==> src/rtl/native2axil_pkg.sv <==
// Shared definitions for the native-to-AXI4-Lite adapter: FSM encoding,
// AXI response codes and the fixed protection value.
package native2axil_pkg;

    typedef enum logic [2:0] {
        ST_IDLE         = 3'd0,
        ST_WR_ADDR_DATA = 3'd1,
        ST_WR_RESP      = 3'd2,
        ST_RD_ADDR      = 3'd3,
        ST_RD_DATA      = 3'd4,
        ST_DONE         = 3'd5
    } state_t;

    localparam logic [1:0] RESP_OKAY   = 2'b00;
    localparam logic [1:0] RESP_EXOKAY = 2'b01;
    localparam logic [1:0] RESP_SLVERR = 2'b10;
    localparam logic [1:0] RESP_DECERR = 2'b11;

    localparam logic [2:0] PROT_DEFAULT = 3'b000;

    // EXOKAY is accepted as success; only SLVERR/DECERR flag an error.
    function automatic logic resp_is_err(input logic [1:0] resp);
        return (resp == RESP_SLVERR) || (resp == RESP_DECERR);
    endfunction

endpackage

==> src/rtl/native2axil_adapter.sv <==
// Converts single-beat native requests into one AXI4-Lite write or read and
// returns completion as a one-cycle native_ready pulse.
module native2axil_adapter
    import native2axil_pkg::*;
#(
    parameter int DATA_WIDTH = 32,
    parameter int ADDR_WIDTH = 32,
    parameter int STRB_WIDTH = DATA_WIDTH / 8
) (
    input  logic                  clk,
    input  logic                  rst,
    input  logic                  native_valid,
    input  logic [ADDR_WIDTH-1:0] native_addr,
    input  logic [DATA_WIDTH-1:0] native_wdata,
    input  logic [STRB_WIDTH-1:0] native_wstrb,
    output logic [DATA_WIDTH-1:0] native_rdata,
    output logic                  native_ready,
    output logic [ADDR_WIDTH-1:0] m_axil_awaddr,
    output logic [2:0]            m_axil_awprot,
    output logic                  m_axil_awvalid,
    input  logic                  m_axil_awready,
    output logic [DATA_WIDTH-1:0] m_axil_wdata,
    output logic [STRB_WIDTH-1:0] m_axil_wstrb,
    output logic                  m_axil_wvalid,
    input  logic                  m_axil_wready,
    input  logic [1:0]            m_axil_bresp,
    input  logic                  m_axil_bvalid,
    output logic                  m_axil_bready,
    output logic [ADDR_WIDTH-1:0] m_axil_araddr,
    output logic [2:0]            m_axil_arprot,
    output logic                  m_axil_arvalid,
    input  logic                  m_axil_arready,
    input  logic [DATA_WIDTH-1:0] m_axil_rdata,
    input  logic [1:0]            m_axil_rresp,
    input  logic                  m_axil_rvalid,
    output logic                  m_axil_rready,
    output logic                  axil_err,
    output state_t                dbg_state
);

    // AXI handshakes: a beat transfers on a rising edge where valid and ready
    // are both high; valid and payload stay stable until then, and this block
    // raises bready/rready only in the states that expect a response.
    state_t                state_q, state_d;
    logic [ADDR_WIDTH-1:0] addr_q, addr_d;
    logic [DATA_WIDTH-1:0] wdata_q, wdata_d;
    logic [STRB_WIDTH-1:0] wstrb_q, wstrb_d;
    logic [DATA_WIDTH-1:0] rdata_q, rdata_d;
    logic awvalid_q, awvalid_d, wvalid_q, wvalid_d, arvalid_q, arvalid_d;
    logic bready_q, bready_d, rready_q, rready_d;
    logic aw_done_q, aw_done_d, w_done_q, w_done_d;
    logic ready_q, ready_d, err_q, err_d;
    logic aw_fire, w_fire;

    assign aw_fire = awvalid_q && m_axil_awready;
    assign w_fire  = wvalid_q && m_axil_wready;

    always_comb begin
        state_d   = state_q;
        addr_d    = addr_q;
        wdata_d   = wdata_q;
        wstrb_d   = wstrb_q;
        rdata_d   = rdata_q;
        awvalid_d = awvalid_q;
        wvalid_d  = wvalid_q;
        arvalid_d = arvalid_q;
        bready_d  = bready_q;
        rready_d  = rready_q;
        aw_done_d = aw_done_q;
        w_done_d  = w_done_q;
        ready_d   = 1'b0;
        err_d     = err_q;
        case (state_q)
            ST_IDLE: begin
                if (native_valid) begin
                    addr_d  = native_addr;
                    wdata_d = native_wdata;
                    wstrb_d = native_wstrb;
                    if (|native_wstrb) begin
                        state_d   = ST_WR_ADDR_DATA;
                        awvalid_d = 1'b1;
                        wvalid_d  = 1'b1;
                        aw_done_d = 1'b0;
                        w_done_d  = 1'b0;
                    end else begin
                        state_d   = ST_RD_ADDR;
                        arvalid_d = 1'b1;
                    end
                end
            end
            ST_WR_ADDR_DATA: begin
                if (aw_fire) begin
                    awvalid_d = 1'b0;
                    aw_done_d = 1'b1;
                end
                if (w_fire) begin
                    wvalid_d = 1'b0;
                    w_done_d = 1'b1;
                end
                if ((aw_done_q || aw_fire) && (w_done_q || w_fire)) begin
                    state_d  = ST_WR_RESP;
                    bready_d = 1'b1;
                end
            end
            ST_WR_RESP: begin
                if (m_axil_bvalid) begin
                    bready_d = 1'b0;
                    err_d    = err_q | resp_is_err(m_axil_bresp);
                    ready_d  = 1'b1;
                    state_d  = ST_DONE;
                end
            end
            ST_RD_ADDR: begin
                if (m_axil_arready) begin
                    arvalid_d = 1'b0;
                    rready_d  = 1'b1;
                    state_d   = ST_RD_DATA;
                end
            end
            ST_RD_DATA: begin
                if (m_axil_rvalid) begin
                    rready_d = 1'b0;
                    rdata_d  = m_axil_rdata;
                    err_d    = err_q | resp_is_err(m_axil_rresp);
                    ready_d  = 1'b1;
                    state_d  = ST_DONE;
                end
            end
            // DONE ignores native_valid so the finished request is not reissued.
            ST_DONE: state_d = ST_IDLE;
            default: state_d = ST_IDLE;
        endcase
    end

    always_ff @(posedge clk or negedge rst) begin
        if (!rst) begin
            state_q   <= ST_IDLE;
            addr_q    <= '0;
            wdata_q   <= '0;
            wstrb_q   <= '0;
            rdata_q   <= '0;
            awvalid_q <= 1'b0;
            wvalid_q  <= 1'b0;
            arvalid_q <= 1'b0;
            bready_q  <= 1'b0;
            rready_q  <= 1'b0;
            aw_done_q <= 1'b0;
            w_done_q  <= 1'b0;
            ready_q   <= 1'b0;
            err_q     <= 1'b0;
        end else begin
            state_q   <= state_d;
            addr_q    <= addr_d;
            wdata_q   <= wdata_d;
            wstrb_q   <= wstrb_d;
            rdata_q   <= rdata_d;
            awvalid_q <= awvalid_d;
            wvalid_q  <= wvalid_d;
            arvalid_q <= arvalid_d;
            bready_q  <= bready_d;
            rready_q  <= rready_d;
            aw_done_q <= aw_done_d;
            w_done_q  <= w_done_d;
            ready_q   <= ready_d;
            err_q     <= err_d;
        end
    end

    assign native_rdata   = rdata_q;
    assign native_ready   = ready_q;
    assign m_axil_awaddr  = addr_q;
    assign m_axil_awprot  = PROT_DEFAULT;
    assign m_axil_awvalid = awvalid_q;
    assign m_axil_wdata   = wdata_q;
    assign m_axil_wstrb   = wstrb_q;
    assign m_axil_wvalid  = wvalid_q;
    assign m_axil_bready  = bready_q;
    assign m_axil_araddr  = addr_q;
    assign m_axil_arprot  = PROT_DEFAULT;
    assign m_axil_arvalid = arvalid_q;
    assign m_axil_rready  = rready_q;
    assign axil_err       = err_q;
    assign dbg_state      = state_q;

endmodule

==> config.mk <==
export PLATFORM = sky130hd
export DESIGN_NAME = native2axil_adapter
export DESIGN_NICKNAME = d
export VERILOG_FILES = /design/src/rtl/native2axil_pkg.sv /design/src/rtl/native2axil_adapter.sv
export SDC_FILE = /design/constraint.sdc
export NUM_CORES = 1
export LEC_CHECK = 0
export CAP_MARGIN = 20
export CORE_ASPECT_RATIO = 0.5
export CORE_MARGIN = 10
export CORE_UTILIZATION = 35
export DETAILED_ROUTE_END_ITERATION = 6
export PLACE_DENSITY = 0.77
export SLEW_MARGIN = 30
export SYNTH_ARGS = -nofsm -noshare
export SYNTH_HDL_FRONTEND = slang
export SYNTH_SLANG_ARGS = --single-unit
==> constraint.sdc <==
create_clock -name clk -period 1.5 [get_ports clk]
set_clock_uncertainty 0.1 [all_clocks]
set_input_delay 0.225 -clock clk [delete_from_list [all_inputs] [get_ports clk]]
set_output_delay 0.225 -clock clk [all_outputs]
set_load 0.005 [all_outputs]
### Word level (Yosys, flattened, before mapping)

Index checks and enable logic that the tools add are counted.

| storage, ports and cells | value |
|---|---|
| bits in registers | 112 |
| bits of input ports | 112 |
| output and inout port bits | 148 |
| logic and storage cells | 91 |

| cells by class | value |
|---|---|
| eq/ne operators | 17 |
| mux-type cells | 35 |
| bitwise logic cells | 2 |
| reduce and logical (&&, ||, !) cells | 23 |

Operators with widths:

| cell | count |
|---|---|
| $mux W1 | 19 |
| $ne A2 B2 Y1 const B | 9 |
| $pmux W1 S2 | 9 |
| $mux W3 | 5 |
| $pmux W3 S5 | 1 |
| $reduce_and A4 Y1 | 3 |
| $reduce_bool A2 Y1 | 5 |
| $reduce_and A3 Y1 | 3 |
| $eq A2 B2 Y1 const B | 4 |
| $eq A3 B2 Y1 const B | 2 |
| $reduce_and A5 Y1 | 1 |
| $logic_or A1 B1 Y1 | 4 |
| $reduce_and A2 Y1 | 2 |
| $reduce_or A4 Y1 | 1 |
| $eq A3 B1 Y1 const B | 1 |
| $eq A3 B3 Y1 const B | 1 |
| $logic_and A1 B1 Y1 | 3 |
| $logic_not A3 Y1 | 1 |
| $mux W2 | 1 |
| $or A1 B1 Y1 | 2 |

### Depth between registers and ports, before layout

Gate-level depths: netlist of run 1.

| depth | value |
|---|---|
| word-level depth | 5 |
| depth in mapped cells | 5 |
| depth with buffers taken out | 4 |

### Worst setup path before layout of run 1

OpenSTA, ideal clock, no wires.

| timing | value |
|---|---|
| kind | register -> register |
| start point | register state_q[0], in the netlist dbg_state[0] |
| end point | register addr_q[11], in the netlist m_axil_araddr[11] |
| library setup time | 0.125 ns |
| arrival time | 1.408 ns |
| required time | 1.275 ns |
| path slack | -0.133 ns |
| stages on the path, launching flop included | 6 |
| buffers on the path | 2 |
| period minus slack after synthesis | 1.633 ns |
| path through | dfrtp_1 > nand2b_4 > nor3_4 > buf_6 > buf_6 > mux2_4 |

| between the ends | value |
|---|---|
| longest elaborated chain between the ends | 2 |

Ends and longest elaborated chain:

| item | RTL line | text |
|---|---|---|
| from (decl) | native2axil_adapter.sv:44 | `state_t state_q, state_d;` |
| from (signal assigned) | native2axil_adapter.sv:152 | `state_q <= state_d;` |
| $logic_not A3 Y1 | native2axil_adapter.sv:73 | `case (state_q)` |
| $reduce_and A2 Y1 (no source line) | - |  |
| to (signal assigned) | native2axil_adapter.sv:153 | `addr_q <= addr_d;` |
| to (decl) | native2axil_adapter.sv:45 | `logic [ADDR_WIDTH-1:0] addr_q, addr_d;` |

No other way between the ends.
A chain may end at the register's enable or synchronous reset.

### Worst setup path in the final report of run 1

| timing | value |
|---|---|
| start point | register state_q[1], in the netlist dbg_state[1] |
| end point | register addr_q[7], in the netlist m_axil_araddr[7] |

The elaborated chain is that of the path after synthesis.

==> impl_metrics.toml, run 1 <==
[outcome]
outcome = "finished with violations"
violations = "negative setup slack"

[cells_and_area]
fillers = 977
final_cells = 786
finalInstanceArea_um2 = 8280
fin_util_pct = 64.1
drive_gt1_share_pct = 32.8
multi_input_area_um2 = 1840
seq_area_um2 = 2810
syn2layout_area_growth_pct = 75.3
nets = 723
antennaDiodeCount = 0

[route]
antenna_left = 0
num_vias = 3595
wl_per_cell_um = 20.9
wl_um = 16400
vias_per_cell = 4.57
dr.pass1.iters = 4
drc_errors = 0
dr.first_iter.drc_count = 212

[synthesis]
synth.area.top_cells = "dfrtp_1, mux2_2, buf_4"
netlist.area_leader.share_pct = 59.3
yosysUniqueCellTypes = 32
synth.avg_cell_area_um2 = 14.6
yosysWarnings = 0
synth-seq-cells = 112
synthCells = 324
ys_seq_area_share_pct = 59.3
syn_area_um2 = 4720
yosysTopAreaCell = "dfrtp_1"

[place]
dp_hpwl_um = 11800
pre_cts_ws_ns = -0.432
placement.cell_area_um2 = 7410
io_buffers = 251
routabilityCongestion = 0.770
dp.cells = 725

[floorplan]
die_w_um = 184
core_um2 = 12900
die_h_um = 102
start_util_pct = 36.6
rows = 29
die_area_um2 = 18800
boundaryPins = 260

[grt]
grt_pass1_vias = 4102
grt_first_pass_wirelength_um = 24000
grt_antenna_before_repair = 0
grt.total_usage_pct = 16.3
grt-ovfl-total = 0
grt_max_degree = 32

[power]
p_per_area_nw_per_um2 = 1980
ir_drop_v = 0.000966
total_leakage_power_nw = 3.92

[clock_network]
cts.clk_slew.worst_paths_ns = 0.08
cts_root_buffer = "clkbuf_16"
cts_made_buffers = 9
clk_latency_ns = 0.35
cts_tree = "yes"
clock-sinks = 112
clockBufferDepth = 2
htree_levels = 3

[worst_setup_path]
r2r_end = "m_axil_araddr[7]"
cp-end-kind = "flip-flop"
r2r_cells = 5
arrival_ns = 1.85
critPathMaxFanout = 17
timing.rr.start = "dbg_state[1]"
r2r_slack_ns = -0.21
cp.required_ns = 1.64
critical_path_class = "flip-flop to flip-flop"
startpoint_type = "flip-flop"

[sta]
finalCritPeriodShare_pct = 114
fmax_mhz = 584
fin_ws_ns = -0.211
finalSetupViolations = 100
setup_tns_ns = -14.45
final.min_clock_period_ns = 1.71
hold_viol_final = 0
rsz0062_at_grt = "true"
maxSlewViolCount = 0

[hold_path]
holdCritPathClass = "primary input to asynchronous set/reset pin"

[run]
max_cap_violations = 0
-- worst max-delay path by stage --
| stage | start | end | slack (ns) | depth (start not counted) |
|---|---|---|---|---|
| after floorplan | dbg_state[0] | m_axil_araddr[11] | -0.10 | 5 |
| after global placement | native_valid | m_axil_araddr[6] | -0.39 | 6 |
| after detailed placement | native_valid | m_axil_araddr[5] | -0.43 | 6 |
| after CTS | dbg_state[1] | m_axil_araddr[1] | -0.18 | 5 |
| after global routing | dbg_state[1] | m_axil_araddr[4] | -0.26 | 5 |
| final | dbg_state[1] | m_axil_araddr[7] | -0.21 | 5 |
-- through the flow --
step | hold slack (ns) | power [mW]
final | 0.276 | 16.4
after global routing | 0.292 | 17.4
after CTS | 0.257 | 16.1
after detailed placement | 0.0884 | 13.6
after global placement | 0.0865 | 13.4
after floorplan | -0.171 | 8.77
-- cell usage after synthesis, drive strengths merged --
library cell,count
a21oi,6
a22o,1
a2bb2oi,2
a31oi,3
and3,1
buf,48
clkbuf,3
conb,1
dfrtp,112
inv,3
mux2,100
mux2i,1
nand2,10
nand2b,2
nand3,1
nor2,9
nor2b,1
nor3,4
nor3b,1
o21ai,9
o21bai,1
o22ai,1
o31a,1
o31ai,1
or2,1
or4,1
-- report_power, final --
part	total [mW]	internal [mW]	switching, mW	leakage (nW)
Clock	2.49	1.36	1.13	0.146
Sequential	5.45	4.54	0.907	1.32
Combinational	8.44	5.51	2.94	2.45
-- logic make-up (layout without fill, tap and decap cells) --
logic type      Yosys count  count (layout)  share of synthesized area [%]
compound gates           25              25                           3.18
buf+inv                  54             341                           8.13
flops                   112             112                           59.3
mux                     101             101                           25.6
other cells               1               6                         0.0794
simple gates             31              31                           3.65
-- final cells by class --
class	instances	area share [%]
timing repair buffer	322	37.5
sequential	112	33.9
multi-input combinational	163	22.2
clock buffer	11	2.93
tap	170	2.57
clock inverter	5	0.771
inverter	3	0.136
-- placed cells by master (no fill, tap or decap), types with 6 or more instances in the layout --
cell type / netlist / layout
o21ai_0: 9 / 8
a21oi_1: 6 / 6
conb_1: 1 / 6
dlygate4sd2_1: 0 / 131
clkdlybuf4s15_1: 0 / 8
mux2_4: 20 / 88
nand2_1: 10 / 9
buf_12: 0 / 10
dfrtp_1: 112 / 109
clkbuf_16: 0 / 11
nor2_1: 9 / 8
buf_4: 41 / 50
mux2_2: 78 / 12
clkdlybuf4s50_1: 0 / 108
buf_6: 3 / 7
-- routing by layer --
layer | vias to the layer above | GRT usage, % | wire [um]
li1 | 1649 | - | -
met1 | 1827 | 16.4 | 5830
met2 | 100 | 32.6 | 9540
met3 | 19 | 4.14 | 819
met4 | 0 | 5.19 | 251
met5 | - | 0 | 0
-- timing repair --
item | 4_1_cts | 5_1_grt
hold endpoints to repair | 24 | 0
hold buffers | 1 | 0
pin swaps | 1 | 3
resized for setup | 212 | 39
cloned | 2 | 2
buffers inserted | 37 | 8
setup endpoints to repair | 241 | 123
-- flip-flops by register name, summed over array words and instances (netlist names) --
register	count
m_axil_araddr	32
native_rdata	32
axil_err	1
m_axil_bready	1
native_ready	1
m_axil_arvalid	1
dbg_state	3
m_axil_rready	1
m_axil_wdata	32
m_axil_wstrb	4
m_axil_wvalid	1
aw_done_q	1
w_done_q	1
m_axil_awvalid	1
-- worst max-delay path: stages, from the launching register on --
cell     delay [ns]
dfrtp_2        0.43
buf_12         0.14
nor3_4         0.24
buf_12         0.18
buf_16         0.17
mux2_2         0.34
No activity file was read; power rests on OpenSTA's default activity.
==> run 2, diff against run 1 <==
--- a/config.mk
+++ b/config.mk
@@ -5,6 +5,7 @@
 export SDC_FILE = /design/constraint.sdc
 export NUM_CORES = 1
 export LEC_CHECK = 0
+export ABC_CLOCK_PERIOD_IN_PS = 1500
 export CAP_MARGIN = 20
 export CORE_ASPECT_RATIO = 0.5
 export CORE_MARGIN = 10
==> results of run 2 <==
No change in the layout: final DEF, timing and power equal those of run 1.
